$ cat config.mk
export PLATFORM = sky130hd
export DESIGN_NAME = am_modulator_upconverter
export DESIGN_NICKNAME = d
export VERILOG_FILES = /design/src/rtl/am_modulator_upconverter.sv
export SDC_FILE = /design/constraint.sdc
export NUM_CORES = 2
export LEC_CHECK = 0
export ABC_CLOCK_PERIOD_IN_PS = 24700
export CORE_MARGIN = 5
export CORE_UTILIZATION = 55
export CTS_CLUSTER_DIAMETER = 50
export DETAILED_ROUTE_END_ITERATION = 10
export PLACE_DENSITY = 0.72
export SYNTH_ARGS = -nofsm -noshare
export SYNTH_HDL_FRONTEND = slang
export SYNTH_SLANG_ARGS = --single-unit
export TNS_END_PERCENT = 10
$ cat constraint.sdc
create_clock -name clk -period 24.7 [get_ports clk]
set_clock_uncertainty 0.1 [all_clocks]
set_input_delay 4.94 -clock clk [delete_from_list [all_inputs] [get_ports clk]]
set_output_delay 4.94 -clock clk [all_outputs]
set_load 0.02 [all_outputs]
$ cat src/rtl/am_modulator_upconverter.sv
// AM upconverter: 2-deep sample FIFO, zero-order-hold interpolation, NCO quarter-wave carrier mixer.
// Latency: 1 clk from an enabled cycle to ce_out/mod_output. Optional full-carrier mode: MOD_CARRIER_INSERT_EN.
// Backpressure: in_ready drops when the FIFO holds 2 samples; an empty FIFO at a sample slot pulses underrun.
module am_modulator_upconverter #(
    parameter int                     PHASE_WIDTH   = 32,
    parameter logic [PHASE_WIDTH-1:0] PHASE_INC     = 32'h04000000,
    parameter int                     INTERP_FACTOR = 8
) (
    input  logic        clk,
    input  logic        reset,
    input  logic        clk_enable,
    input  logic [31:0] in_data,
    input  logic        in_valid,
    output logic        in_ready,
    output logic        ce_out,
    output logic [63:0] mod_output,
    output logic        underrun,
    output logic [1:0]  fifo_level
);

    localparam int            CW       = (INTERP_FACTOR > 1) ? $clog2(INTERP_FACTOR) : 1;
    localparam logic [CW-1:0] CNT_LAST = CW'(INTERP_FACTOR - 1);

    logic [31:0]            fifo_mem [2];
    logic                   wr_ptr;
    logic                   rd_ptr;
    logic [1:0]             level;
    logic [PHASE_WIDTH-1:0] phase;
    logic [CW-1:0]          interp_cnt;
    logic signed [31:0]     held;

    logic                   sample_due;
    logic                   push;
    logic                   pop;
    logic signed [31:0]     sel;
    logic signed [31:0]     mix;
    logic [1:0]             quad;
    logic [3:0]             lut_addr;
    logic signed [31:0]     lut_val;
    logic signed [31:0]     carrier;
    logic signed [63:0]     product;

    assign in_ready   = (level != 2'd2);
    assign fifo_level = level;
    assign sample_due = clk_enable && (interp_cnt == '0);
    assign push       = in_valid && in_ready;
    assign pop        = sample_due && (level != 2'd0);

    // A pop this cycle feeds the mixer directly so the new sample is not delayed a slot.
    assign sel = pop ? signed'(fifo_mem[rd_ptr]) : held;

`ifdef MOD_CARRIER_INSERT_EN
    assign mix = (sel >>> 1) + 32'sh40000000;
`else
    assign mix = sel;
`endif

    assign quad     = phase[PHASE_WIDTH-1 -: 2];
    assign lut_addr = quad[0] ? ~phase[PHASE_WIDTH-3 -: 4] : phase[PHASE_WIDTH-3 -: 4];

    always_comb begin
        lut_val = 32'sd0;
        case (lut_addr)
            4'd0:  lut_val = 32'sd105372028;
            4'd1:  lut_val = 32'sd315101294;
            4'd2:  lut_val = 32'sd521795963;
            4'd3:  lut_val = 32'sd723465451;
            4'd4:  lut_val = 32'sd918167571;
            4'd5:  lut_val = 32'sd1104027236;
            4'd6:  lut_val = 32'sd1279254515;
            4'd7:  lut_val = 32'sd1442161874;
            4'd8:  lut_val = 32'sd1591180425;
            4'd9:  lut_val = 32'sd1724875039;
            4'd10: lut_val = 32'sd1841958164;
            4'd11: lut_val = 32'sd1941302224;
            4'd12: lut_val = 32'sd2021950483;
            4'd13: lut_val = 32'sd2083126253;
            4'd14: lut_val = 32'sd2124240379;
            4'd15: lut_val = 32'sd2144896909;
            default: lut_val = 32'sd0;
        endcase
    end

    // Table entries are below 2^31, so negation never produces -2^31.
    assign carrier = quad[1] ? -lut_val : lut_val;
    assign product = {{32{mix[31]}}, mix} * {{32{carrier[31]}}, carrier};

    always_ff @(posedge clk or negedge reset) begin
        if (!reset) begin
            fifo_mem[0] <= '0;
            fifo_mem[1] <= '0;
            wr_ptr      <= 1'b0;
            rd_ptr      <= 1'b0;
            level       <= 2'd0;
            phase       <= '0;
            interp_cnt  <= '0;
            held        <= '0;
            ce_out      <= 1'b0;
            underrun    <= 1'b0;
            mod_output  <= '0;
        end else begin
            if (push) begin
                fifo_mem[wr_ptr] <= in_data;
                wr_ptr           <= ~wr_ptr;
            end
            if (pop) begin
                rd_ptr <= ~rd_ptr;
                held   <= sel;
            end
            case ({push, pop})
                2'b10:   level <= level + 2'd1;
                2'b01:   level <= level - 2'd1;
                default: level <= level;
            endcase
            ce_out   <= clk_enable;
            underrun <= sample_due && (level == 2'd0);
            if (clk_enable) begin
                mod_output <= product;
                phase      <= phase + PHASE_INC;
                interp_cnt <= (interp_cnt == CNT_LAST) ? '0 : interp_cnt + 1'b1;
            end
        end
    end

endmodule

==> out/qor.txt <==
outcome -> completed
CTS Sinks -> 175
synth unique cells -> 72
GRT Max-Usage Layer -> met2
WL per Instance -> 23.8 um
Port Buffers -> 104
area delta synth->final -> 7.12%
CTS tree -> built
vias post-DR -> 33.1k
Setup WS pre-CTS -> 8.62 ns
sequential element share of the synthesized area -> 0.100
reg2reg start -> phase[30]
Iter 0 DRT Violations -> 2924
NumNets Final -> 5986
Worst Setup Start Kind -> input pin
Synth top cells by count -> inv_1 (1128), fa_1 (1082), nand2_1 (708)
max-slew violations -> 0
Post-CTS Hold Buffers -> 0
most common cell in the netlist -> inv_1
final instance area -> 0.0468 mm^2
Die X -> 292 um
slowest stage delay, CP -> 1.19 ns
most used cell, CP -> fa_1
Worst R2R End -> mod_output[59]
Post-synth ARST share -> 1.00
MaxCap Viol Count -> 0
row cnt -> 103
worst-skew pair later-pin latency -> 0.50 ns
Initial Utilization -> 0.553
Avg Synthesized Cell Area -> 9.27 um^2
vias per inst -> 5.76
CTS H-tree depth -> 4
layout cells sized above 1 -> 0.0599
overall routing resource usage -> 0.330
Max Fclk -> 62.5 MHz
Worst R2R Setup Slack -> 12.80 ns
EDFF count, synth -> 0
met3 track demand over resource -> 0.0915
global-route wire length before repair -> 212000 um
final wirelength -> 137000 um
CP arrival -> 16.28 ns
Syn Inst Count -> 4709
Worst-Margin Slew -> 1.45 ns
CTS Buf Count -> 17
Core Region -> 0.0789 mm^2
ys flop type -> dfrtp_1
antenna violations before repair -> 4
YS warnings -> 0
Fin. Hold Viols -> 0
Final period util -> 0.647
FF+latch count, synth -> 175
Slowest cell on crit path -> clkinv_1
Max clock buf depth -> 2
placed cell area -> 0.0461 mm^2
post-route insts no fill -> 5742
post-CTS setup buffers -> 0
Post-Place Cells -> 5708
setup TNS -> 0 ns
worst hold path endpoint -> mod_output[28]
1st-pass router iterations -> 7
RD Place Congestion -> 1.01
Clk pin slew, worst setup/hold paths -> 0.09 ns
met1 Use GR -> 0.397
area leader, netlist -> fa_1
Die Height -> 292 um
final worst path period need -> 15.99 ns
DRC Markers -> 0
dpl hpwl -> 106000 um
die area -> 0.0851 mm^2
Root Buffer -> clkbuf_16
largest net degree at the start of global routing -> 113
worst hold start -> mod_output[28]
RSZ-0062 raised after global routing -> false
critical path class -> input pin to register
FF-to-FF path depth -> 31
largest cells by area after synthesis -> fa_1 (50%), dfrtp_1 (10%), inv_1 (9.7%), nand2_1 (6.1%), ha_1 (5.5%)
Setup crit end kind -> register
vias in the first global route -> 36.1k
GRT overflow -> 0
antenna viol nets, final -> 0
setup violators final -> 0
Syn Nets -> 6018
Max-slew headroom -> 0.0241
CTS resizes -> 0
Post-Synthesis Cell Area -> 0.0436 mm^2
# IOs -> 105
worst-path fanout max -> 66
cell depth of the worst hold path -> 2
routing usage on met2 -> 0.511
worst hold path class -> register to register
top cell type's share of synthesized area -> 0.496
fin worst setup slack -> 8.71 ns
Data required, critical path -> 24.99 ns
-- how the worst max path moves through the flow --
stage / from / slack [ns] / cells after the start / end
2_1_floorplan: clk_enable / 10.78 / 32 / mod_output[60]
3_3_place_gp: clk_enable / 8.66 / 30 / mod_output[43]
3_5_place_dp: clk_enable / 8.62 / 30 / mod_output[43]
4_1_cts: clk_enable / 9.11 / 30 / mod_output[43]
5_1_grt: clk_enable / 8.57 / 30 / mod_output[43]
6_report: clk_enable / 8.71 / 30 / mod_output[43]
-- routing by layer --
metal | share of wire | routed length (um)
met5 | 0 | 0
met4 | 0.098 | 13400
met3 | 0.10 | 14300
met2 | 0.46 | 62400
met1 | 0.34 | 46600
-- placed cells by master, fill, tap and decap left out, drive strengths merged, types with 15 or more instances in the layout --
cell type	instances
mux2i	32
nor2	453
ha	191
o21ai	49
clkdlybuf4s50	102
clkbuf	18
mux2	109
xor2	29
a21o	79
dfrtp	175
clkinv	21
and2	35
nand2	708
fa	1082
inv	1135
xnor2	100
buf	79
a21oi	85
nand3	26
a211oi	15
nor3	21
-- area by class of cell --
type | count | area, um^2
timing repair buffer | 182 | 1630
clock inverter | 15 | 209
antenna | 2 | 5.00
multi-input combinational | 3160 | 34500
sequential | 175 | 4380
tap | 1050 | 1310
fill | 6875 | 32100
inverter | 1141 | 4280
clock buffer | 17 | 425
-- worst max-delay path, delay by kind of cell --
kind,cells,cell delay (ns)
xor gates and xnor gates,1,0.15
adders and majority gates,9,4.29
buffers and inverters,8,2.29
and+or+nand+nor,6,1.64
AOI/OAI and AO/OA,5,2.57
muxes,1,0.28
-- cell families after synthesis --
| family | count (synthesis) | share of synthesized area |
|---|---|---|
| muxes | 141 | 0.0355 |
| and+or+nand+nor | 1299 | 0.119 |
| DFF | 175 | 0.100 |
| adders and majority gates | 1273 | 0.551 |
| AOI/OAI and AO/OA | 318 | 0.0497 |
| xor gates and xnor gates | 129 | 0.0259 |
| buffers and inverters | 1374 | 0.119 |
-- through the flow --
stage          hold WS, ns  utilization
2_1_floorplan        0.369            -
6_report             0.397        0.593
5_1_grt              0.416        0.593
3_3_place_gp         0.369        0.585
4_1_cts              0.396        0.593
3_5_place_dp         0.377        0.585
-- registers in the layout, summed over array words and instances, names as in the netlist --
register    count
held           32
fifo_mem       64
mod_output     64
rd_ptr          1
phase           6
ce_out          1
underrun        1
interp_cnt      3
wr_ptr          1
fifo_level      2
Power is not shown: default switching activity piles up to over one toggle a cycle in this logic, so the estimate is an artifact.
